--- config.mk ---
export PLATFORM = sky130hd
export DESIGN_NAME = tap_controller_ir
export DESIGN_NICKNAME = d
export VERILOG_FILES = /design/src/rtl/tap_controller_ir.sv
export SDC_FILE = /design/constraint.sdc
export NUM_CORES = 1
export LEC_CHECK = 0
export CAP_MARGIN = 0
export CORE_ASPECT_RATIO = 0.8
export CORE_UTILIZATION = 25
export CTS_CLUSTER_DIAMETER = 60
export DETAILED_ROUTE_END_ITERATION = 16
export SLEW_MARGIN = 20
export SYNTH_ARGS = -nofsm -noshare
export SYNTH_HDL_FRONTEND = slang
export SYNTH_SLANG_ARGS = --single-unit
--- constraint.sdc ---
create_clock -name TCK -period 1.43 [get_ports TCK]
set_input_delay 0.286 -clock TCK [delete_from_list [all_inputs] [get_ports TCK]]
set_output_delay 0.286 -clock TCK [all_outputs]
set_load 0.01 [all_outputs]
--- src/rtl/tap_controller_ir.sv ---
// IEEE 1149.1 TAP controller with instruction, bypass and IDCODE registers plus a
// one-hot select decoder for externally attached user data registers.
module tap_controller_ir #(
  parameter int          IR_WIDTH     = 4,
  parameter int          NUM_USER_DR  = 2,
  parameter logic [31:0] IDCODE_VALUE = 32'h0000_0001
) (
  input  logic                   TCK,
  input  logic                   Reset,
  input  logic                   TMS,
  input  logic                   TDI,
  input  logic [NUM_USER_DR-1:0] UserTdo,
  output logic                   TDO,
  output logic                   TdoEn,
  output logic [3:0]             State,
  output logic [IR_WIDTH-1:0]    Instruction,
  output logic [NUM_USER_DR-1:0] DrSel,
  output logic                   CaptureDR,
  output logic                   ShiftDR,
  output logic                   UpdateDR,
  output logic                   TestLogicReset
);

  localparam logic [3:0] TEST_LOGIC_RESET = 4'd0;
  localparam logic [3:0] RUN_TEST_IDLE    = 4'd1;
  localparam logic [3:0] SELECT_DR_SCAN   = 4'd2;
  localparam logic [3:0] CAPTURE_DR       = 4'd3;
  localparam logic [3:0] SHIFT_DR         = 4'd4;
  localparam logic [3:0] EXIT1_DR         = 4'd5;
  localparam logic [3:0] PAUSE_DR         = 4'd6;
  localparam logic [3:0] EXIT2_DR         = 4'd7;
  localparam logic [3:0] UPDATE_DR        = 4'd8;
  localparam logic [3:0] SELECT_IR_SCAN   = 4'd9;
  localparam logic [3:0] CAPTURE_IR       = 4'd10;
  localparam logic [3:0] SHIFT_IR         = 4'd11;
  localparam logic [3:0] EXIT1_IR         = 4'd12;
  localparam logic [3:0] PAUSE_IR         = 4'd13;
  localparam logic [3:0] EXIT2_IR         = 4'd14;
  localparam logic [3:0] UPDATE_IR        = 4'd15;

  localparam logic [IR_WIDTH-1:0] IR_IDCODE  = IR_WIDTH'(1);
  localparam logic [IR_WIDTH-1:0] IR_ONES    = {IR_WIDTH{1'b1}};
  localparam logic [IR_WIDTH-1:0] IR_CAPTURE = IR_WIDTH'(1);

  logic [3:0]             state_q,       state_d;
  logic [IR_WIDTH-1:0]    ir_shift_q,    ir_shift_d;
  logic [IR_WIDTH-1:0]    instruction_q, instruction_d;
  logic                   bypass_q,      bypass_d;
  logic [31:0]            idcode_q,      idcode_d;

  logic [NUM_USER_DR-1:0] dr_sel_s;
  logic                   is_idcode_s;
  logic                   is_user_s;
  logic                   is_bypass_s;
  logic                   tdo_s;

  always_comb begin
    state_d = TEST_LOGIC_RESET;
    case (state_q)
      TEST_LOGIC_RESET: state_d = TMS ? TEST_LOGIC_RESET : RUN_TEST_IDLE;
      RUN_TEST_IDLE:    state_d = TMS ? SELECT_DR_SCAN   : RUN_TEST_IDLE;
      SELECT_DR_SCAN:   state_d = TMS ? SELECT_IR_SCAN   : CAPTURE_DR;
      CAPTURE_DR:       state_d = TMS ? EXIT1_DR         : SHIFT_DR;
      SHIFT_DR:         state_d = TMS ? EXIT1_DR         : SHIFT_DR;
      EXIT1_DR:         state_d = TMS ? UPDATE_DR        : PAUSE_DR;
      PAUSE_DR:         state_d = TMS ? EXIT2_DR         : PAUSE_DR;
      EXIT2_DR:         state_d = TMS ? UPDATE_DR        : SHIFT_DR;
      UPDATE_DR:        state_d = TMS ? SELECT_DR_SCAN   : RUN_TEST_IDLE;
      SELECT_IR_SCAN:   state_d = TMS ? TEST_LOGIC_RESET : CAPTURE_IR;
      CAPTURE_IR:       state_d = TMS ? EXIT1_IR         : SHIFT_IR;
      SHIFT_IR:         state_d = TMS ? EXIT1_IR         : SHIFT_IR;
      EXIT1_IR:         state_d = TMS ? UPDATE_IR        : PAUSE_IR;
      PAUSE_IR:         state_d = TMS ? EXIT2_IR         : PAUSE_IR;
      EXIT2_IR:         state_d = TMS ? UPDATE_IR        : SHIFT_IR;
      UPDATE_IR:        state_d = TMS ? SELECT_DR_SCAN   : RUN_TEST_IDLE;
      default:          state_d = TEST_LOGIC_RESET;
    endcase
  end

  // Unassigned codes (including 0) fall back to BYPASS so a DR scan always has a path.
  always_comb begin
    dr_sel_s    = {NUM_USER_DR{1'b0}};
    is_idcode_s = 1'b0;
    if (instruction_q == IR_ONES) begin
      is_idcode_s = 1'b0;
    end else if (instruction_q == IR_IDCODE) begin
      is_idcode_s = 1'b1;
    end else begin
      for (int k = 0; k < NUM_USER_DR; k++) begin
        if (instruction_q == IR_WIDTH'(k + 2)) begin
          dr_sel_s[k] = 1'b1;
        end else begin
          dr_sel_s[k] = 1'b0;
        end
      end
    end
  end

  assign is_user_s   = |dr_sel_s;
  assign is_bypass_s = !is_idcode_s && !is_user_s;

  always_comb begin
    ir_shift_d = ir_shift_q;
    case (state_q)
      CAPTURE_IR: ir_shift_d = IR_CAPTURE;
      SHIFT_IR:   ir_shift_d = {TDI, ir_shift_q[IR_WIDTH-1:1]};
      default:    ir_shift_d = ir_shift_q;
    endcase
  end

  // Looking at the next state lets Instruction already read IDCODE on TMS-reset entry.
  always_comb begin
    instruction_d = instruction_q;
    if (state_d == TEST_LOGIC_RESET) begin
      instruction_d = IR_IDCODE;
    end else if (state_q == UPDATE_IR) begin
      instruction_d = ir_shift_q;
    end else begin
      instruction_d = instruction_q;
    end
  end

  always_comb begin
    bypass_d = bypass_q;
    idcode_d = idcode_q;
    case (state_q)
      CAPTURE_DR: begin
        bypass_d = 1'b0;
        if (is_idcode_s) begin
          idcode_d = IDCODE_VALUE;
        end else begin
          idcode_d = idcode_q;
        end
      end
      SHIFT_DR: begin
        if (is_bypass_s) begin
          bypass_d = TDI;
        end else begin
          bypass_d = bypass_q;
        end
        if (is_idcode_s) begin
          idcode_d = {TDI, idcode_q[31:1]};
        end else begin
          idcode_d = idcode_q;
        end
      end
      default: begin
        bypass_d = bypass_q;
        idcode_d = idcode_q;
      end
    endcase
  end

  always_comb begin
    tdo_s = 1'b0;
    case (state_q)
      SHIFT_IR: tdo_s = ir_shift_q[0];
      SHIFT_DR: begin
        if (is_idcode_s) begin
          tdo_s = idcode_q[0];
        end else if (is_user_s) begin
          tdo_s = |(UserTdo & dr_sel_s);
        end else begin
          tdo_s = bypass_q;
        end
      end
      default:  tdo_s = 1'b0;
    endcase
  end

  always_ff @(posedge TCK) begin
    if (Reset) begin
      state_q       <= TEST_LOGIC_RESET;
      ir_shift_q    <= IR_CAPTURE;
      instruction_q <= IR_IDCODE;
      bypass_q      <= 1'b0;
      idcode_q      <= IDCODE_VALUE;
    end else begin
      state_q       <= state_d;
      ir_shift_q    <= ir_shift_d;
      instruction_q <= instruction_d;
      bypass_q      <= bypass_d;
      idcode_q      <= idcode_d;
    end
  end

  assign State          = state_q;
  assign Instruction    = instruction_q;
  assign DrSel          = dr_sel_s;
  assign TDO            = tdo_s;
  assign TdoEn          = (state_q == SHIFT_DR) || (state_q == SHIFT_IR);
  assign CaptureDR      = (state_q == CAPTURE_DR);
  assign ShiftDR        = (state_q == SHIFT_DR);
  assign UpdateDR       = (state_q == UPDATE_DR);
  assign TestLogicReset = (state_q == TEST_LOGIC_RESET);

endmodule

* Word level (Yosys, flattened, before mapping)
Cells that the tools add are included.
** Word-level totals
- Flip-flop bits (word level) :: 45
- Bits of input ports :: 6
- Output and inout port bits :: 16
- Logic and storage cells :: 72
** Operators by class
- Eq/ne operators :: 22
- Muxes and demuxes :: 28
- Bitwise gates (word level) :: 1
- Reductions and logical operators :: 16
** Operators with widths (count)
- $mux 32 :: 2
- $pmux 32 s2 :: 1
- $pmux 4 s12 :: 1
- $eq 4x4->1 const B :: 9
- $eq 4x2->1 const B :: 4
- $eq 4x3->1 const B :: 4
- $mux 4 :: 4
- $mux 1 :: 10
- $mux 2 :: 5
- $reduce_or 2->1 :: 5
- $eq 4x1->1 const B :: 2
- $logic_not 4->1 :: 2
- $pmux 4 s2 :: 1
- $mux 3 :: 2
- $ne 2x1->1 const B :: 3
- $pmux 1 s2 :: 2
- $reduce_bool 2->1 :: 2
- $reduce_and 3->1 :: 1
- $reduce_or 3->1 :: 1
- $and 2x2->2 :: 1
- $logic_not 1->1 :: 2
- $reduce_and 2->1 :: 1
- $logic_and 1x1->1 :: 1
- $logic_or 1x1->1 :: 1

* Logic depth before layout (Yosys ltp)
- Depth in word-level cells :: 9
- Mapped depth :: 6

* Least setup slack after synthesis
Ideal clock, no wire load.
- Path kind :: flip-flop to flip-flop
- Start point :: register state_q[2] (netlist: State[2])
- End point :: register idcode_q[0]
- Arrival :: 1.496 ns
- Required time :: 1.310 ns
- Setup slack :: -0.185 ns
- Cell stages (with the launch flop) :: 6
- Buffers on the path :: 1
- Cell sequence :: dfxtp_1 -> buf_2 -> nor4b_4 -> nand3b_2 -> or3_1 -> o31a_1
** Between the ends
- Word-level cells in the longest chain between the ends :: 3
- Elaborated cells between the ends (all ways) :: 7
- Classes of those cells :: eq/ne: 4; mux: 1; reduce/logical: 2
** Ends and longest elaborated chain
- start, declared :: line 45 : logic [3:0] state_q, state_d;
- start signal, assigned :: line 179 : state_q <= state_d;
- $eq 4x3->1 *
- named net ShiftDR :: line 19 : output logic ShiftDR,
- $ne 2x1->1 (no line) / $reduce_bool 2->1 (equally long branches)
- $reduce_and 3->1 (no line)
- end signal, assigned :: line 183 : idcode_q <= idcode_d;
- end, declared :: line 49 : logic [31:0] idcode_q, idcode_d;
The timed path passes the listed nets; every way through them passes the cells marked *.
A chain may end at the register's enable or synchronous reset.

* Worst setup path after layout
- Start point :: register instruction_q[3] (netlist: Instruction[3])
- End point :: output TDO
** Between the ends
- Word-level cells in the longest chain between the ends :: 9
- Elaborated cells between the ends (all ways) :: 16
- Classes of those cells :: eq/ne: 4; mux: 9; bitwise: 1; reduce/logical: 2
** Ends and longest elaborated chain
- start, declared :: line 47 : logic [IR_WIDTH-1:0] instruction_q, instruction_d;
- start signal, assigned :: line 181 : instruction_q <= instruction_d;
- $eq 4x2->1 :: line 90 : if (instruction_q == IR_WIDTH'(k + 2)) begin
- $mux 1 :: line 90
- $mux 2 :: line 86 : end else if (instruction_q == IR_IDCODE) begin
- $mux 2 :: line 84 : if (instruction_q == IR_ONES) begin
- $and 2x2->2 :: line 162 : tdo_s = |(UserTdo & dr_sel_s);
- $reduce_or 2->1 :: line 162
- $mux 1 :: line 161 : end else if (is_user_s) begin
- $mux 1 * :: line 159 : if (is_idcode_s) begin
- $pmux 1 s2 * :: line 156 : case (state_q)
- end, declared :: line 13 : output logic TDO,
Mark *: on every way between the ends. The rest lies on a longest branch, timed or not.

==> results by group <==
Routing
  – First-pass iteration count of the detailed router: 4
  – Final WL: between 5000 and 6000 µm
  – Routed len/inst: 13.0 µm
  – Via count: approximately 1800
  – DRT iter0 DRCs: between 100 and 150
  – Antenna-violating nets left: 0
  – Vias per inst: between 4 and 5
  – # DRC: 0

Power and ir drop
  – Leakage: about 1.2 nW
  – Max IR drop VDD: between 0.0003 and 0.0004 V
  – Pwr Density: around 770 mW/mm²

Floorplanning
  – Die area: 0.00807 mm²
  – I/O pin count: 22
  – Initial core utilization: 26.0%
  – Row count: 28
  – Die width: about 100 µm
  – Core Footprint: between 0.007 and 0.008 mm²
  – Die Y-Extent: a little over 80 µm

CTS
  – Root Buffer: clkbuf_8
  – Clock sink total: 45
  – CTS tree: yes
  – Clk_lat worst skew: approximately 0.31 ns
  – CTS Buffer Depth: 2
  – CTS Hold Bufs: 0
  – Clock-pin slew on the worst setup and hold paths: 0.09 ns
  – CTS Buf Count: 5
  – Number of H-tree levels: 2

Run status
  – Outcome: complete, but fails checks
  – Failing checks: negative setup slack

Logic synthesis
  – Post-synth EDFFs: 0
  – Post-synthesis xor/xnor area fraction: less than 1%
  – Largest family of logic cells by synthesized area: simple AND/OR/NAND/NOR gates
  – Synth Area in Simple Gates: between 20% and 30%
  – Multiplexer share of the synthesized area: around 2.1%
  – Async S/R FF share, synth: 0%
  – Mapped Area: slightly below 0.002 mm²
  – Sequential share of the synthesized area: between 40% and 50%
  – Synth unique cells: 43
  – Mapped Avg Cell Area: 9.06 µm²
  – Synth Instances: 213
  – Synth warnings: 0
  – Syn_nets: about 220
  – Seq cells post-synth: 45
  – Fraction of the mapped netlist area in compound gates: between 20% and 30%
  – Adder-Cell Fraction of Synth Area: 0%
  – Main flop type after synthesis: dfxtp_1

Timing
  – Final setup viols: 45
  – Final min period: roughly 1.8 ns
  – Slew HR: between 70% and 80%
  – Worst setup margin: -0.371 ns
  – Slew Viols, Final: 0
  – Setup TNS: -10.51 ns
  – Final setup skew: 0.0168 ns
  – Final Hold Vio Count: 0
  – Period utilization: 126%
  – Fmax: between 500 and 600 MHz
  – Measured slew at the worst slew-check pin: about 0.3 ns
  – RSZ-0062 raised after global routing: yes

Hold path
  – Worst hold-check path type: reg -> reg

Cells and area
  – Nets: approximately 290
  – ANT cells: 0
  – Layout cells sized above 1: between 40% and 50%
  – Fillers: 740
  – Most frequent cells in the layout: dfxtp_1 (37), nand2b_1 (33), buf_4 (27), o22ai_1 (25), buf_6 (23)
  – Commonest non-fill, non-tap cell in the layout: dfxtp_1
  – Synth-to-Final Area Change: 61.8%
  – Final core utilization: between 40 and 50%

Global route
  – Initial antenna violation count: 0
  – GRT overflow: 0
  – Largest net degree at the start of global routing: 23
  – First-pass GRT wire length: roughly 7900 µm
  – Total GRT Usage: 12.7%
  – Vias in the first global route: around 1600

Critical path
  – Worst-path fanout max: 3
  – Req. time, crit path: between 1 and 1.5 ns
  – Arr. time, crit path: about 1.5 ns
  – WS Path Type: reg -> out
  – Setup crit end kind: primary output
  – Worst setup SP type: flop

Flow run
  – Max-cap violations: 0

Placed design
  – Hpwl dp: between 3000 and 4000 µm
  – Number of port buffers: 21
  – GP Congestion: just under 0.8
## final cells by class
type	instances	area [µm²]	area share, %
Sequential cell	45	923	29.6
Clock inverter	3	25.0	0.802
Tap cell	105	131	4.21
Timing Repair Buffer	80	846	27.1
Multi-Input combinational cell	142	1100	35.2
Clock buffer	5	68.8	2.20
Inverter	7	30.0	0.962
## registers in the layout (all words and copies together) (netlist names)
name / count
Instruction: 4
State: 4
idcode_q: 32
ir_shift_q: 4
bypass_q: 1
## kinds of logic (layout without fill, tap and decap cells)
kind of cell	Yosys count	in the layout
compound gates	60	60
mux	4	4
buf+inv	26	95
simple gates	76	76
flops	45	45
xor+xnor	2	2
## worst paths after layout
path	start	to	slack [ns]	depth (start not counted)
setup / recovery	Instruction[3]	TDO	-0.37	6
hold / removal	ir_shift_q[3]	ir_shift_q[3]	0.48	2
setup reg to reg	Instruction[3]	idcode_q[19]	-0.31	9
hold reg to reg	ir_shift_q[3]	ir_shift_q[3]	0.48	2
## layer usage
layer  global-route usage [%]  part of all wire (%)  vias up  wire (µm)
li1                         -                     -      901          -
met1                     18.4                    50      844       2540
met2                     18.1                    44       38       2190
met3                     2.26                   4.3        7        218
met4                     5.65                   1.6        0         78
met5                        0                     0        -          0
## synthesized netlist by cell type (3+ instances only)
master,count,area (µm²)
buf_2,10,50.1
dfxtp_1,45,901
clkbuf_1,6,22.5
o21ai_0,4,20.0
and2_1,3,18.8
nand2b_1,34,213
nor2_1,12,45.0
a21oi_1,6,30.0
nand3_1,5,25.0
o32ai_1,3,26.3
mux2i_1,4,40.0
nand2_1,9,33.8
nor3_1,4,20.0
o22ai_1,29,181
inv_1,7,26.3
## worst max-delay path, cell delays in order (launching register included)
cell	delay, ns
dfxtp_2	0.34
buf_6	0.12
nor3b_4	0.24
nand2b_1	0.13
o21ai_2	0.16
o32ai_2	0.08
buf_2	0.15
## power by group
group	switching (mW)	total [mW]	internal, mW
clock	0.480	0.836	0.357
combinational	0.138	0.317	0.179
sequential	0.0124	1.27	1.25
total	0.630	2.42	1.79
## stage by stage
stage	worst slack [ns]	std cells	instance area [µm²]	hold slack [ns]	power (mW)
global route	-0.432	387	3120	0.499	2.51
floorplan	-0.149	213	1960	0.441	1.41
detailed placement	-0.726	356	2500	0.464	1.52
CTS	-0.344	378	2920	0.480	2.40
global placement	-0.723	356	2500	0.465	1.52
finish	-0.371	387	3120	0.479	2.42
## what timing repair did
item                       4_1_cts  5_1_grt
setup endpoints to repair       53       47
buffers inserted                12        9
resized for setup              100       25
gates cloned                     2        1
pin swaps                       11        9
(Power assumes the default switching activity.)
